[src/rtl/serial_sub_pkg.sv]
// Shared types for the bit-serial subtract controller.
// Encoding 2'd3 is unused and treated as IDLE by every decoder.
package serial_sub_pkg;

    typedef enum logic [1:0] {
        IDLE = 2'd0,
        RUN  = 2'd1,
        DONE = 2'd2
    } state_e;

    // Any state that is neither RUN nor DONE behaves as IDLE.
    function automatic logic is_idle(input state_e s);
        return (s != RUN) && (s != DONE);
    endfunction

endpackage

[src/rtl/serial_sub_ctrl_if.sv]
// Producer/consumer handshake and operand/result bus for serial_sub_ctrl.
// The master drives operands and out_ready; the slave returns status and the result.
interface serial_sub_ctrl_if #(
    parameter int unsigned WIDTH = 8
);
    logic             in_valid;
    logic             in_ready;
    logic [WIDTH-1:0] a;
    logic [WIDTH-1:0] b;
    logic             bin;
    logic             out_valid;
    logic             out_ready;
    logic [WIDTH-1:0] diff;
    logic             borrow_out;
    logic             busy;

    modport master (
        output in_valid, a, b, bin, out_ready,
        input  in_ready, out_valid, diff, borrow_out, busy
    );

    modport slave (
        input  in_valid, a, b, bin, out_ready,
        output in_ready, out_valid, diff, borrow_out, busy
    );
endinterface

[src/rtl/fullsub_cell.sv]
// Purely combinational 1-bit full subtractor: x - y - c -> difference d, borrow bo.
module fullsub_cell (
    input  logic x,
    input  logic y,
    input  logic c,
    output logic d,
    output logic bo
);
    assign d  = x ^ y ^ c;
    assign bo = (~x & y) | (~(x ^ y) & c);
endmodule

[src/rtl/serial_sub_ctrl.sv]
// Bit-serial subtractor: one fullsub_cell walked LSB-first over WIDTH bits with a
// registered borrow, wrapped in a valid/ready IDLE -> RUN -> DONE controller.
module serial_sub_ctrl
    import serial_sub_pkg::*;
#(
    parameter int unsigned WIDTH = 8
) (
    input logic               clk,
    input logic               rst,
    serial_sub_ctrl_if.slave  bus
);
    localparam int unsigned      CntW    = $clog2(WIDTH);
    localparam logic [CntW-1:0]  CntLast = CntW'(WIDTH - 1);

    state_e            state_q, state_d;
    logic [WIDTH-1:0]  a_q, a_d;
    logic [WIDTH-1:0]  b_q, b_d;
    logic [WIDTH-1:0]  diff_q, diff_d;
    logic [CntW-1:0]   cnt_q, cnt_d;
    logic              brw_q, brw_d;
    logic              borrow_q, borrow_d;
    logic              cell_d, cell_bo;

    fullsub_cell u_cell (
        .x  (a_q[0]),
        .y  (b_q[0]),
        .c  (brw_q),
        .d  (cell_d),
        .bo (cell_bo)
    );

    always_comb begin
        state_d  = state_q;
        a_d      = a_q;
        b_d      = b_q;
        diff_d   = diff_q;
        cnt_d    = cnt_q;
        brw_d    = brw_q;
        borrow_d = borrow_q;
        case (state_q)
            RUN: begin
                diff_d = {cell_d, diff_q[WIDTH-1:1]};
                a_d    = a_q >> 1;
                b_d    = b_q >> 1;
                brw_d  = cell_bo;
                if (cnt_q == CntLast) begin
                    cnt_d    = '0;
                    borrow_d = cell_bo;
                    state_d  = DONE;
                end else begin
                    cnt_d = cnt_q + 1'b1;
                end
            end
            DONE: begin
                if (bus.out_ready) begin
                    state_d = IDLE;
                end
            end
            default: begin
                state_d = IDLE;
                // diff is deliberately left alone on accept; it is rebuilt bit by bit.
                if (bus.in_valid) begin
                    state_d = RUN;
                    a_d     = bus.a;
                    b_d     = bus.b;
                    brw_d   = bus.bin;
                    cnt_d   = '0;
                end
            end
        endcase
    end

    always_ff @(posedge clk) begin
        if (rst) begin
            state_q  <= IDLE;
            a_q      <= '0;
            b_q      <= '0;
            diff_q   <= '0;
            cnt_q    <= '0;
            brw_q    <= 1'b0;
            borrow_q <= 1'b0;
        end else begin
            state_q  <= state_d;
            a_q      <= a_d;
            b_q      <= b_d;
            diff_q   <= diff_d;
            cnt_q    <= cnt_d;
            brw_q    <= brw_d;
            borrow_q <= borrow_d;
        end
    end

    // Status outputs decode the state register only, never the inputs.
    assign bus.in_ready   = is_idle(state_q);
    assign bus.out_valid  = (state_q == DONE);
    assign bus.busy       = !is_idle(state_q);
    assign bus.diff       = diff_q;
    assign bus.borrow_out = borrow_q;

endmodule

[src/flat_wrapper.sv]
// flat-port wrapper written by rule: the top's interface ports become plain ports
module serial_sub_ctrl_flat import serial_sub_pkg::*;
#(
    parameter int unsigned WIDTH = 8
)
  (clk, rst, bus_in_valid, bus_a, bus_b, bus_bin, bus_out_ready, bus_in_ready, bus_out_valid, bus_diff, bus_borrow_out, bus_busy);
  serial_sub_ctrl_if #(.WIDTH(WIDTH)) bus_i ();
  input logic clk;
  input logic rst;
  input wire logic [$bits(bus_i.in_valid)-1:0] bus_in_valid;
  input wire logic [$bits(bus_i.a)-1:0] bus_a;
  input wire logic [$bits(bus_i.b)-1:0] bus_b;
  input wire logic [$bits(bus_i.bin)-1:0] bus_bin;
  input wire logic [$bits(bus_i.out_ready)-1:0] bus_out_ready;
  output wire logic [$bits(bus_i.in_ready)-1:0] bus_in_ready;
  output wire logic [$bits(bus_i.out_valid)-1:0] bus_out_valid;
  output wire logic [$bits(bus_i.diff)-1:0] bus_diff;
  output wire logic [$bits(bus_i.borrow_out)-1:0] bus_borrow_out;
  output wire logic [$bits(bus_i.busy)-1:0] bus_busy;
  assign bus_i.in_valid = bus_in_valid;
  assign bus_i.a = bus_a;
  assign bus_i.b = bus_b;
  assign bus_i.bin = bus_bin;
  assign bus_i.out_ready = bus_out_ready;
  assign bus_in_ready = bus_i.in_ready;
  assign bus_out_valid = bus_i.out_valid;
  assign bus_diff = bus_i.diff;
  assign bus_borrow_out = bus_i.borrow_out;
  assign bus_busy = bus_i.busy;
  serial_sub_ctrl #(.WIDTH(WIDTH)) u_core (.clk(clk), .rst(rst), .bus(bus_i));
endmodule
[config.mk]
export PLATFORM = sky130hd
export DESIGN_NAME = serial_sub_ctrl_flat
export DESIGN_NICKNAME = d
export VERILOG_FILES = /design/src/rtl/serial_sub_pkg.sv /design/src/rtl/serial_sub_ctrl_if.sv /design/src/rtl/fullsub_cell.sv /design/src/rtl/serial_sub_ctrl.sv /design/src/flat_wrapper.sv
export SDC_FILE = /design/constraint.sdc
export NUM_CORES = 1
export LEC_CHECK = 0
export ABC_AREA = 1
export CAP_MARGIN = 20
export CORE_MARGIN = 2
export CORE_UTILIZATION = 54
export DETAILED_ROUTE_END_ITERATION = 12
export GPL_TIMING_DRIVEN = 0
export PLACE_DENSITY = 0.84
export SYNTH_ARGS = -nofsm -noshare
export SYNTH_HDL_FRONTEND = slang
export SYNTH_HIERARCHICAL = 1
export SYNTH_SLANG_ARGS = --single-unit
[constraint.sdc]
create_clock -name clk -period 2.9 [get_ports clk]
set_input_delay 0.87 -clock clk [delete_from_list [all_inputs] [get_ports clk]]
set_output_delay 0.87 -clock clk [all_outputs]
set_load 0.05 [all_outputs]
# Yosys cells after proc, flatten, opt, wreduce, memory -nomap -nowiden
# Index checks and enable logic that the tools add are counted.
# classes
n_addsub,1
multipliers,0
div,0
n_lt_le_gt_ge,0
eq_ne,7
shift,0
mux,13
n_bitwise,8
n_reduce_logical,6
# op_table
operator,n
$pmux 8 s2,2
$mux 8,2
$mux 3,2
$pmux 3 s2,1
$reduce_and 2->1,3
$mux 2,2
$ne 2x1->1 const B,2
$ne 2x2->1 const B,2
$pmux 2 s2,1
$add 3x1->3 const B,1
$eq 3x3->1 const B,1
$not 1->1,3
$and 1x1->1,2
$eq 2x1->1 const B,1
$eq 2x2->1 const B,1
$mux 1,2
$pmux 1 s2,1
$reduce_bool 2->1,1
$xor 1x1->1,2
$logic_and 1x1->1,1
$logic_not 1->1,1
$or 1x1->1,1
# word_totals
ff_bits,31
latch_bits,0
ram_bits,0
mem_bits_ro,0
output_inout_bits,12
word_cells,42
n_memories,0

# Logic depth before layout (Yosys ltp)
# depth
ltp_word,5
ltp_mapped,8
ltp_nobuf,8

# Cells and area by module
# Netlist, hierarchy kept.
# modules_own_cells
mod,instances,cells_each,area_each_um2,seq_area_each_um2
serial_sub_ctrl,1,241,1554.0,620.6
fullsub_cell,1,4,31.3,0.0

# Worst setup path before layout
# OpenSTA, ideal clock, no wires.
# synth_path
kind,flip-flop to output port
start,register u_core.state_q[0]
end,output bus_busy
t_arrival_ns,1.306
t_required_ns,2.030
setup_slack_ns,0.724
path_stages_with_launch,4
path_cell_list,dfxtp_1 inv_1 ha_1 inv_1
# synth_via
elab_chain_cells,3
# synth_rtl
item,line_no,source
start: declaration,serial_sub_ctrl.sv:15,"state_e state_q, state_d;"
start signal: assignment,serial_sub_ctrl.sv:83,state_q <= state_d;
$ne 2x1->1 / $ne 2x2->1 (equally long branches),--,
$logic_and 1x1->1 *,--,
net bus_in_ready,flat_wrapper.sv:15,output wire logic [$bits(bus_i.in_ready)-1:0] bus_in_ready;
$logic_not 1->1 *,serial_sub_ctrl.sv:96,assign bus.busy = !is_idle(state_q);
end: declaration,flat_wrapper.sv:19,output wire logic [$bits(bus_i.busy)-1:0] bus_busy;
# The timed path passes the listed nets; every way through them passes the cells marked *.

# Final worst setup path
# layout_path
start,register u_core.state_q[0]
end,output bus_busy
# layout_via
elab_chain_cells,3
# layout_rtl
item,line_no,source
$ne 2x1->1 / $ne 2x2->1 (equally long branches),serial_sub_pkg.sv:13,return (s != RUN) && (s != DONE);
$logic_and 1x1->1 *,serial_sub_pkg.sv:13,
$logic_not 1->1 *,serial_sub_ctrl.sv:96,
# Mark *: on every way between the ends. The rest lies on a longest branch, timed or not.

==> impl_metrics.py <==
metrics = {
    "routing": {
        "drc": 0,
        "detail-route-antenna-nets": 0,
        "routed_wl_mm": 3.374,
        "wire_per_inst_um": 10.68,
        "vias": 1499,
        "first_pass_iters": 4,
        "viasPerCell": 4.744,
        "drtIter0Drc": 50,
    },
    "yosys": {
        "postSynthAreaPerCell_sq_um": 6.470,
        "synth_top_area_frac": 0.3915,
        "synth-seq-cells": 31,
        "synth_area_leaders": "dfxtp_1 (39%), nand2_1 (14%), nor2_1 (13%)",
        "yosys.cell_types.count": 17,
        "syn_inst": 245,
        "yosysTopAreaCell": "dfxtp_1",
        "ys_seq_area_frac": 0.3915,
        "syn_nets": 272,
        "synth_area_sq_um": 1585,
        "ys_warn_count": 6,
    },
    "layout": {
        "diodes": 0,
        "num-nets-final": 311,
        "final_layout_size_suffix_gt1_frac": 0.06316,
        "stdcell_area_sq_um": 2031,
        "ff_latch_area_sq_um": 620.6,
        "fillers": 247,
        "area_growth_pct": 28.10,
        "multi_input_area_sq_um": 714.4,
        "final_cell_mix": "nand2_1 (61), nor2_1 (56), inv_1 (43)",
        "final_common_cell": "nand2_1",
    },
    "clock_network": {
        "cts_max_path_buffers": 2,
        "clockRootBuffer": "clkbuf_4",
        "clock_sinks": 31,
        "postCtsHoldBufs": 0,
        "cts.clk_slew.worst_paths_ns": 0.10,
        "cts_tree": "done",
        "cts-buffers-inserted": 5,
        "clk_latency_ns": 0.34,
        "post_cts_buffers": 0,
        "cts.repair.resized": 0,
        "htreeDepth": 2,
    },
    "sta": {
        "tns_ns": 0,
        "min_period_ns": 2.809,
        "clock_skew_ns": 0.007554,
        "hold_viol_final": 0,
        "slew_headroom": 0.6641,
        "fmax_mhz": 356.0,
        "tightest_slew_ns": 0.5022,
        "rsz0062_at_grt": "no",
        "finalCritPeriodShare": 0.9686,
        "drv_slew": 0,
        "setup_violations": 0,
    },
    "global_routing": {
        "grt.total_usage": 0.2213,
        "gr-total-overflow": 0,
        "grt_pass1_wl_mm": 5.623,
        "antenna_found_initial": 0,
        "grt_max_degree": 11,
        "first_global_vias": 1384,
    },
    "setup_path": {
        "cp-startpoint": "u_core/state_q[0]",
        "required_ns": 2.03,
        "path_max_fanout": 3,
        "path_class": "flop to output pin",
        "crit_path_end_kind": "output pin",
        "worstSetupStartpointType": "flop",
        "cp.arrival_ns": 1.94,
        "crit-reg2reg-launch": "u_core/state_q[0]",
    },
    "flow_run": {
        "maxCapViolations": 0,
    },
    "power": {
        "power_density_nw_per_um2": 1180,
        "power.leakage_nw": 1.009,
        "vdd_ir_drop_max_mv": 1.246,
    },
    "floorplan": {
        "placementRows": 19,
        "fp.dieArea_sq_um": 3385,
        "start_util": 0.5700,
        "die_x_um": 58.18,
        "die_h_um": 58.18,
        "core-area_sq_um": 2781,
        "boundaryPins": 33,
    },
    "min_path": {
        "holdCritStartpoint": "u_core/a_q[7]",
        "hold_class": "flop to flop",
    },
    "placed_design": {
        "placed_cell_area_sq_um": 1944,
        "hpwl_mm": 2.385,
        "port-buffer-count": 32,
        "gp_congestion": 0.7484,
    },
    "outcome": {
        "status": "complete, no violations",
    },
}
-- metal layers --
layer  vias up  wire (um)  GRT usage
met3         6        126    0.07366
met4         0         57    0.09302
met2        29       1643     0.3815
met5         -          0          0
met1       664       1545     0.2493
li1        800          -          -
-- kinds of logic after synthesis --
| logic type | count (synthesis) | synth area share |
|---|---|---|
| simple gates | 123 | 0.2968 |
| fa+ha+maj | 6 | 0.05209 |
| buf+inv | 55 | 0.1578 |
| flops | 31 | 0.3915 |
| compound gates | 30 | 0.1018 |
-- cell type report --
cell class / instances / share of cell area
Multi-Input combinational cell: 159 / 0.3518
Clock buffer: 6 / 0.02526
Timing Repair Buffer: 32 / 0.1577
Tap cell: 31 / 0.01910
Inverter: 45 / 0.08318
Buffer: 10 / 0.04005
Clock inverter: 2 / 0.01725
Sequential cell: 31 / 0.3056
-- worst paths after layout --
kind | end | slack, ns | depth (start not counted)
worst max-delay path | bus_busy | 0.09 | 4
worst min-delay path | u_core/a_q[7] | 0.49 | 2
worst max register to register | u_core/cnt_q[0] | 1.44 | 8
worst min register to register | u_core/a_q[7] | 0.49 | 2
-- synth_stat cells (all sizes together) --
| master | number |
|---|---|
| and2 | 1 |
| clkbuf | 1 |
| buf | 9 |
| nand2 | 61 |
| nor2 | 56 |
| dfxtp | 31 |
| nand3 | 5 |
| inv | 43 |
| a21oi | 3 |
| fa | 1 |
| ha | 5 |
| clkinv | 2 |
| o21ai | 27 |
-- state kept, by name, indices dropped and copies added (netlist names) --
register	cells
u_core/bus.diff	8
u_core/cnt_q	3
u_core/brw_q	1
u_core/bus.borrow_out	1
u_core/a_q	8
u_core/state_q	2
u_core/b_q	8
-- critical path, stage by stage, from the launching register on --
cell and delay, ns:
dfxtp_1 0.38, inv_1 0.07, ha_1 0.32, inv_1 0.06
clkdlybuf4s50_1 0.79
-- metrics by stage --
stage	setup WS, ns	cells	hold WS, ns	util	total power [mW]
floorplan	0.7236	245	0.4549	-	1.688
detailed placement	0.4540	308	0.4794	0.6991	2.037
CTS	0.07651	316	0.4974	0.7301	2.401
finish	0.09120	316	0.4934	0.7301	2.396
global placement	0.4683	308	0.4716	0.6991	2.005
global route	0.02682	316	0.5157	0.7301	2.582
-- power breakdown --
group | switching, mW | internal (mW)
registers | 0.0965 | 0.592
clock network | 0.156 | 0.204
logic | 0.862 | 0.487
Power figures use the tool's default switching activity.
